### src/rtl/counter_32_pkg.sv
// Shared constants and types for the counter_32 block.
package counter_32_pkg;

    localparam int COUNTER_32_DEFAULT_WIDTH = 32;

    typedef enum logic {
        DIR_DOWN = 1'b0,
        DIR_UP   = 1'b1
    } dir_e;

endpackage

### src/rtl/counter_32_next.sv
// Combinational next-count logic: load beats enable, wrap flags carry/borrow.
// Wrap detection only exists when COUNTER_32_TC_EN is defined.
module counter_32_next
    import counter_32_pkg::*;
#(
    parameter int WIDTH = COUNTER_32_DEFAULT_WIDTH
) (
    input  logic [WIDTH-1:0] i_count,
    input  logic             i_en,
    input  logic             i_up_dn,
    input  logic             i_load,
    input  logic [WIDTH-1:0] i_load_value,
    output logic [WIDTH-1:0] o_next
`ifdef COUNTER_32_TC_EN
    ,
    output logic             o_wrap
`endif
);

    dir_e w_dir;
    assign w_dir = dir_e'(i_up_dn);

    always_comb begin
        o_next = i_count;
        if (i_load) begin
            o_next = i_load_value;
        end else if (i_en) begin
            if (w_dir == DIR_UP) begin
                o_next = i_count + WIDTH'(1);
            end else begin
                o_next = i_count - WIDTH'(1);
            end
        end
    end

`ifdef COUNTER_32_TC_EN
    // A load never reports a wrap, even when it lands on a wrap value.
    always_comb begin
        o_wrap = 1'b0;
        if (!i_load && i_en) begin
            if (w_dir == DIR_UP) begin
                o_wrap = &i_count;
            end else begin
                o_wrap = ~|i_count;
            end
        end
    end
`endif

endmodule

### src/rtl/counter_32.sv
// Up/down counter with sync load/enable and async active-low reset.
// Define COUNTER_32_TC_EN to add the registered terminal-count pulse tc.
module counter_32
    import counter_32_pkg::*;
#(
    parameter int WIDTH = COUNTER_32_DEFAULT_WIDTH
) (
    input  logic             clk,
    input  logic             reset,
    input  logic             en,
    input  logic             up_dn,
    input  logic             load,
    input  logic [WIDTH-1:0] load_value,
    output logic [WIDTH-1:0] count
`ifdef COUNTER_32_TC_EN
    ,
    output logic             tc
`endif
);

    logic [WIDTH-1:0] r_count;
    logic [WIDTH-1:0] w_next;

`ifdef COUNTER_32_TC_EN
    logic r_tc;
    logic w_wrap;
`endif

    counter_32_next #(
        .WIDTH (WIDTH)
    ) u_next (
        .i_count      (r_count),
        .i_en         (en),
        .i_up_dn      (up_dn),
        .i_load       (load),
        .i_load_value (load_value),
        .o_next       (w_next)
`ifdef COUNTER_32_TC_EN
        ,
        .o_wrap       (w_wrap)
`endif
    );

    always_ff @(posedge clk or negedge reset) begin
        if (!reset) begin
            r_count <= '0;
        end else begin
            r_count <= w_next;
        end
    end

`ifdef COUNTER_32_TC_EN
    always_ff @(posedge clk or negedge reset) begin
        if (!reset) begin
            r_tc <= 1'b0;
        end else begin
            r_tc <= w_wrap;
        end
    end

    assign tc = r_tc;
`endif

    assign count = r_count;

endmodule

### config.mk
export PLATFORM = sky130hd
export DESIGN_NAME = counter_32
export DESIGN_NICKNAME = d
export VERILOG_FILES = /design/src/rtl/counter_32_pkg.sv /design/src/rtl/counter_32_next.sv /design/src/rtl/counter_32.sv
export SDC_FILE = /design/constraint.sdc
export NUM_CORES = 1
export LEC_CHECK = 0
export ABC_AREA = 0
export CAP_MARGIN = 20
export CORE_MARGIN = 5
export CORE_UTILIZATION = 30
export CTS_CLUSTER_DIAMETER = 200
export DETAILED_ROUTE_END_ITERATION = 8
export GPL_TIMING_DRIVEN = 0
export MAX_ROUTING_LAYER = met4
export PLACE_DENSITY = 0.56
export SYNTH_ARGS = -nofsm -noshare
export SYNTH_HDL_FRONTEND = slang
export SYNTH_HIERARCHICAL = 1
export SYNTH_SLANG_ARGS = --single-unit
export TNS_END_PERCENT = 5
### constraint.sdc
create_clock -name clk -period 2.41 [get_ports clk]
set_input_delay 0.482 -clock clk [delete_from_list [all_inputs] [get_ports clk]]
set_output_delay 0.482 -clock clk [all_outputs]
set_load 0.1 [all_outputs]
==> summary.md <==
| Metric | Value |
|---|---|
| Outcome | finished, violations left |
| Failing checks | setup timing |
| Switching power | around 2.0 mW |
| GR peak layer | met2 |
| Vias in the first global route | around 3.3k |
| Endpoints failing setup | 10 |
| Seq/Total Area, Yosys | between 20% and 30% |
| CP max-delay cell | a2111o_1 |
| Hold Vio Cnt, Final | 0 |
| Final non-filler cell total | 609 |
| Synth cell types | just over 60 |
| CP endpoint kind | flop |
| Clock Skews | 0.01338 ns |
| Max FO, Critical Path | 8 |
| Setup CP Type | in2reg |
| Clock Sinks | 32 |
| Crit path launch type | input port |
| Met1 usage | roughly a fifth |
| Slack of the critical path | -0.1311 ns |
| Syn Std Cell Area | just over 0.003 mm^2 |
| # Max-Cap Violations | 0 |
| Clock share of power | roughly 11% |
| Max reg flops | 32 |
| PD cells | ~820 mW/mm^2 |
| Period minus WS final | around 2.5 ns |
| Final WL | ~10 mm |
| Dpl cells | roughly 570 |
| Grt ovf | 0 |
| Crit path depth | 11 |
| Most frequent cells in the layout | clkdlybuf4s50_1, nand2_1, a21oi_1 |
| Vert. Die Dim | between 100 and 150 um |
| DR vias | 3,201 |
| # fillers | 1,026 |
| Cell count after synthesis | 370 |
| Core area | approximately 0.01 mm^2 |
| Largest net degree at the start of global routing | 33 |
| Critical path, cell by cell | buf_12 -> clkinvlp_4 -> buf_12 -> ha_1 -> a2111o_1 -> o21ai_2 -> a31oi_4 -> or2_4 -> a311oi_2 -> xor2_1 -> o21ai_1 |
| Ratio of cells with drive above 1 in the final layout | ~23% |
| Placer congestion estimate | 0.8796 |
| Fraction of registers with async set/reset | 100.0% |
| Row count | 37 |
| Antenna Violating Nets Remaining | 0 |
| Worst vdd ir | 399.3 uV |
| Ant diodes | 0 |
| Register share of total power | between 10% and 20% |
| Final HPWL DP | 6.853 mm |
| Area growth from synthesis to final layout | 50.12% |
| Max clock buf depth | 2 |
| Int Pwr | roughly 1.8 mW |
| Sw frac | around half |
| Overall Global Routing Usage | 16.33% |
| Synth Register Bits | 32 |
| Critical Path Max Stage Delay | between 0.4 and 0.5 ns |
| Comb power frac | 69.5% |
| Worst setup path startpoint | up_dn |
| DRC viols | 0 |
| Leakage | between 1.5 and 2 nW |
| TritonCTS buffer count | 5 |
| Crit path max-delay family | compound AO/OA/AOI/OAI gates |
| Final worst path period share | 105.4% |
| Drt wl/cell | 16.46 um |
| Hold WC Path Type | in2async |
| Die area | ~0.012 mm^2 |
| Die X | around 110 um |
| Initial Util | between 30% and 40% |
| Total area of sequential cells | between 800 and 900 um^2 |
| Unrepaired setup endpoints after global routing | true |
| Vias per inst | 5.256 |
| CTS clk-pin slew, worst paths | ~0.080 ns |
| Area of the multi-input gates | 0.002489 mm^2 |
| Commonest non-fill, non-tap cell in the layout | clkdlybuf4s50_1 |
| Grt met2 use | a little over a quarter |
| Worst r2r src | count[6]$_DFF_PN0_ |
| CP Data Arrival Time | roughly 2.7 ns |
| Hold buffer count at CTS | 0 |
| Reg2reg end | count[27]$_DFF_PN0_ |
| Pre-antenna DRT Iters | 4 |
| Design Power | between 3 and 4 mW |
| H-tree levels | 2 |
| EDFF count, synth | 0 |
| Clock latency on the worst-skew pair | a little under 0.3 ns |
| Iter 0 DRT Violations | between 100 and 150 |
| Pre-CTS setup slack | -1.901 ns |
| NumNets Final | 540 |
| Synth Area per Inst | ~8.4 um^2 |
| CTS tree | done |
| Post-Syn Nets | 438 |
| Global-route wire length before repair | around 16 mm |
| Post-layout util | a little under half |
| Reg2reg path depth | 8 |
| # IOs | 69 |
| CP dominant cell by count | buf_12 |
| Worst Tran Pin Value | just under 1 ns |
| Slew HR | between 30% and 40% |
| Max Clk Rate | between 300 and 400 MHz |
| Final Max Slew Viols | 0 |
| Initial antenna violation count | 0 |
| CP Data Required Time | ~2.6 ns |
| GR Util met3 | 2.989% |
| Clock root buffer | clkbuf_8 |
| YS warnings | 6 |
| R2R Setup Slk | -0.06 ns |
| Number of port buffers | 67 |
| Buf/Inv on CP | 3 |
| Synth Flop Type | dfrtp_1 |
==> power groups by stage <==
stage / clock network (mW) / logic, mW / registers (mW)
after floorplan: 0 / 1.06 / 1.44
after global placement: 0 / 2.27 / 0.741
after detailed placement: 0 / 2.28 / 0.741
after CTS: 0.440 / 2.53 / 0.739
after global routing: 0.471 / 2.84 / 0.759
final: 0.425 / 2.66 / 0.742
==> kinds of logic after synthesis <==
logic type	after synthesis	share of synthesized area, %
buf+inv	26	4.567
xor+xnor	27	7.640
compound gates	147	30.60
mux	12	3.921
fa+ha+maj	31	12.77
simple gates	95	14.63
flops	32	25.87
==> per-stage QoR <==
step / hold WS [ns] / cell area [um^2] / TNS [ns]
6_report: 0.2798 / 4647 / -0.7682
5_1_grt: 0.3291 / 4647 / -2.516
4_1_cts: 0.3039 / 4461 / -0.9543
3_5_place_dp: 0.5366 / 3939 / -43.08
3_3_place_gp: 0.5350 / 3944 / -41.19
2_1_floorplan: 0.1864 / 3103 / -7.453
==> cell type report <==
type	count	share of cell area [%]
clock inverter	1	0.1077
tap	136	3.662
inverter	9	0.8078
clock buffer	7	1.642
sequential	32	17.31
multi-input combinational	312	53.55
timing repair inverter	1	0.1616
timing repair buffer	96	20.41
buffer	15	2.342
==> worst max path at each step <==
stage / end / slack (ns)
after floorplan: count[27]$_DFF_PN0_ / -0.49
after detailed placement: count[30]$_DFF_PN0_ / -1.90
after global placement: count[30]$_DFF_PN0_ / -1.84
after global routing: count[25]$_DFF_PN0_ / -0.25
after CTS: count[27]$_DFF_PN0_ / -0.15
final: count[27]$_DFF_PN0_ / -0.13
==> Yosys cell counts, drive strengths merged (2+ instances only) <==
cell type	count	area (um^2)
ha	30	375.4
clkbuf	9	45.04
o21bai	7	56.30
nand3	8	40.04
a2bb2oi	4	35.03
and4	3	27.53
nand4	4	25.02
a221oi	2	23.77
o211a	2	20.02
nor2	22	85.09
nand2b	2	12.51
o31ai	2	20.02
o2111ai	2	17.52
o21ai	43	219.0
o211ai	3	22.52
nor2b	5	33.78
inv	8	30.03
xnor2	18	157.7
and3	6	38.79
a211oi	5	37.54
a22oi	9	67.56
nor3	6	30.03
xor2	9	78.83
mux2i	11	110.1
dfrtp	32	800.8
a21oi	44	220.2
a21o	9	68.82
buf	8	62.55
nand2	35	131.4
or3	2	12.51
a31oi	2	18.77
o21a	5	37.54
==> metal layers <==
| layer | vias up | share of wire [%] |
|---|---|---|
| li1 | 1582 | - |
| met1 | 1519 | 46 |
| met2 | 86 | 48 |
| met3 | 14 | 4.3 |
| met4 | 0 | 1.8 |
| met5 | - | 0 |
==> timing repair <==
item,4_1_cts,5_1_grt
setup endpoints to repair,30,24
buffers inserted,23,6
gates resized for setup,50,33
gates cloned,1,0
pin swaps,32,23
Note: power is estimated with default switching activity, not from simulation.
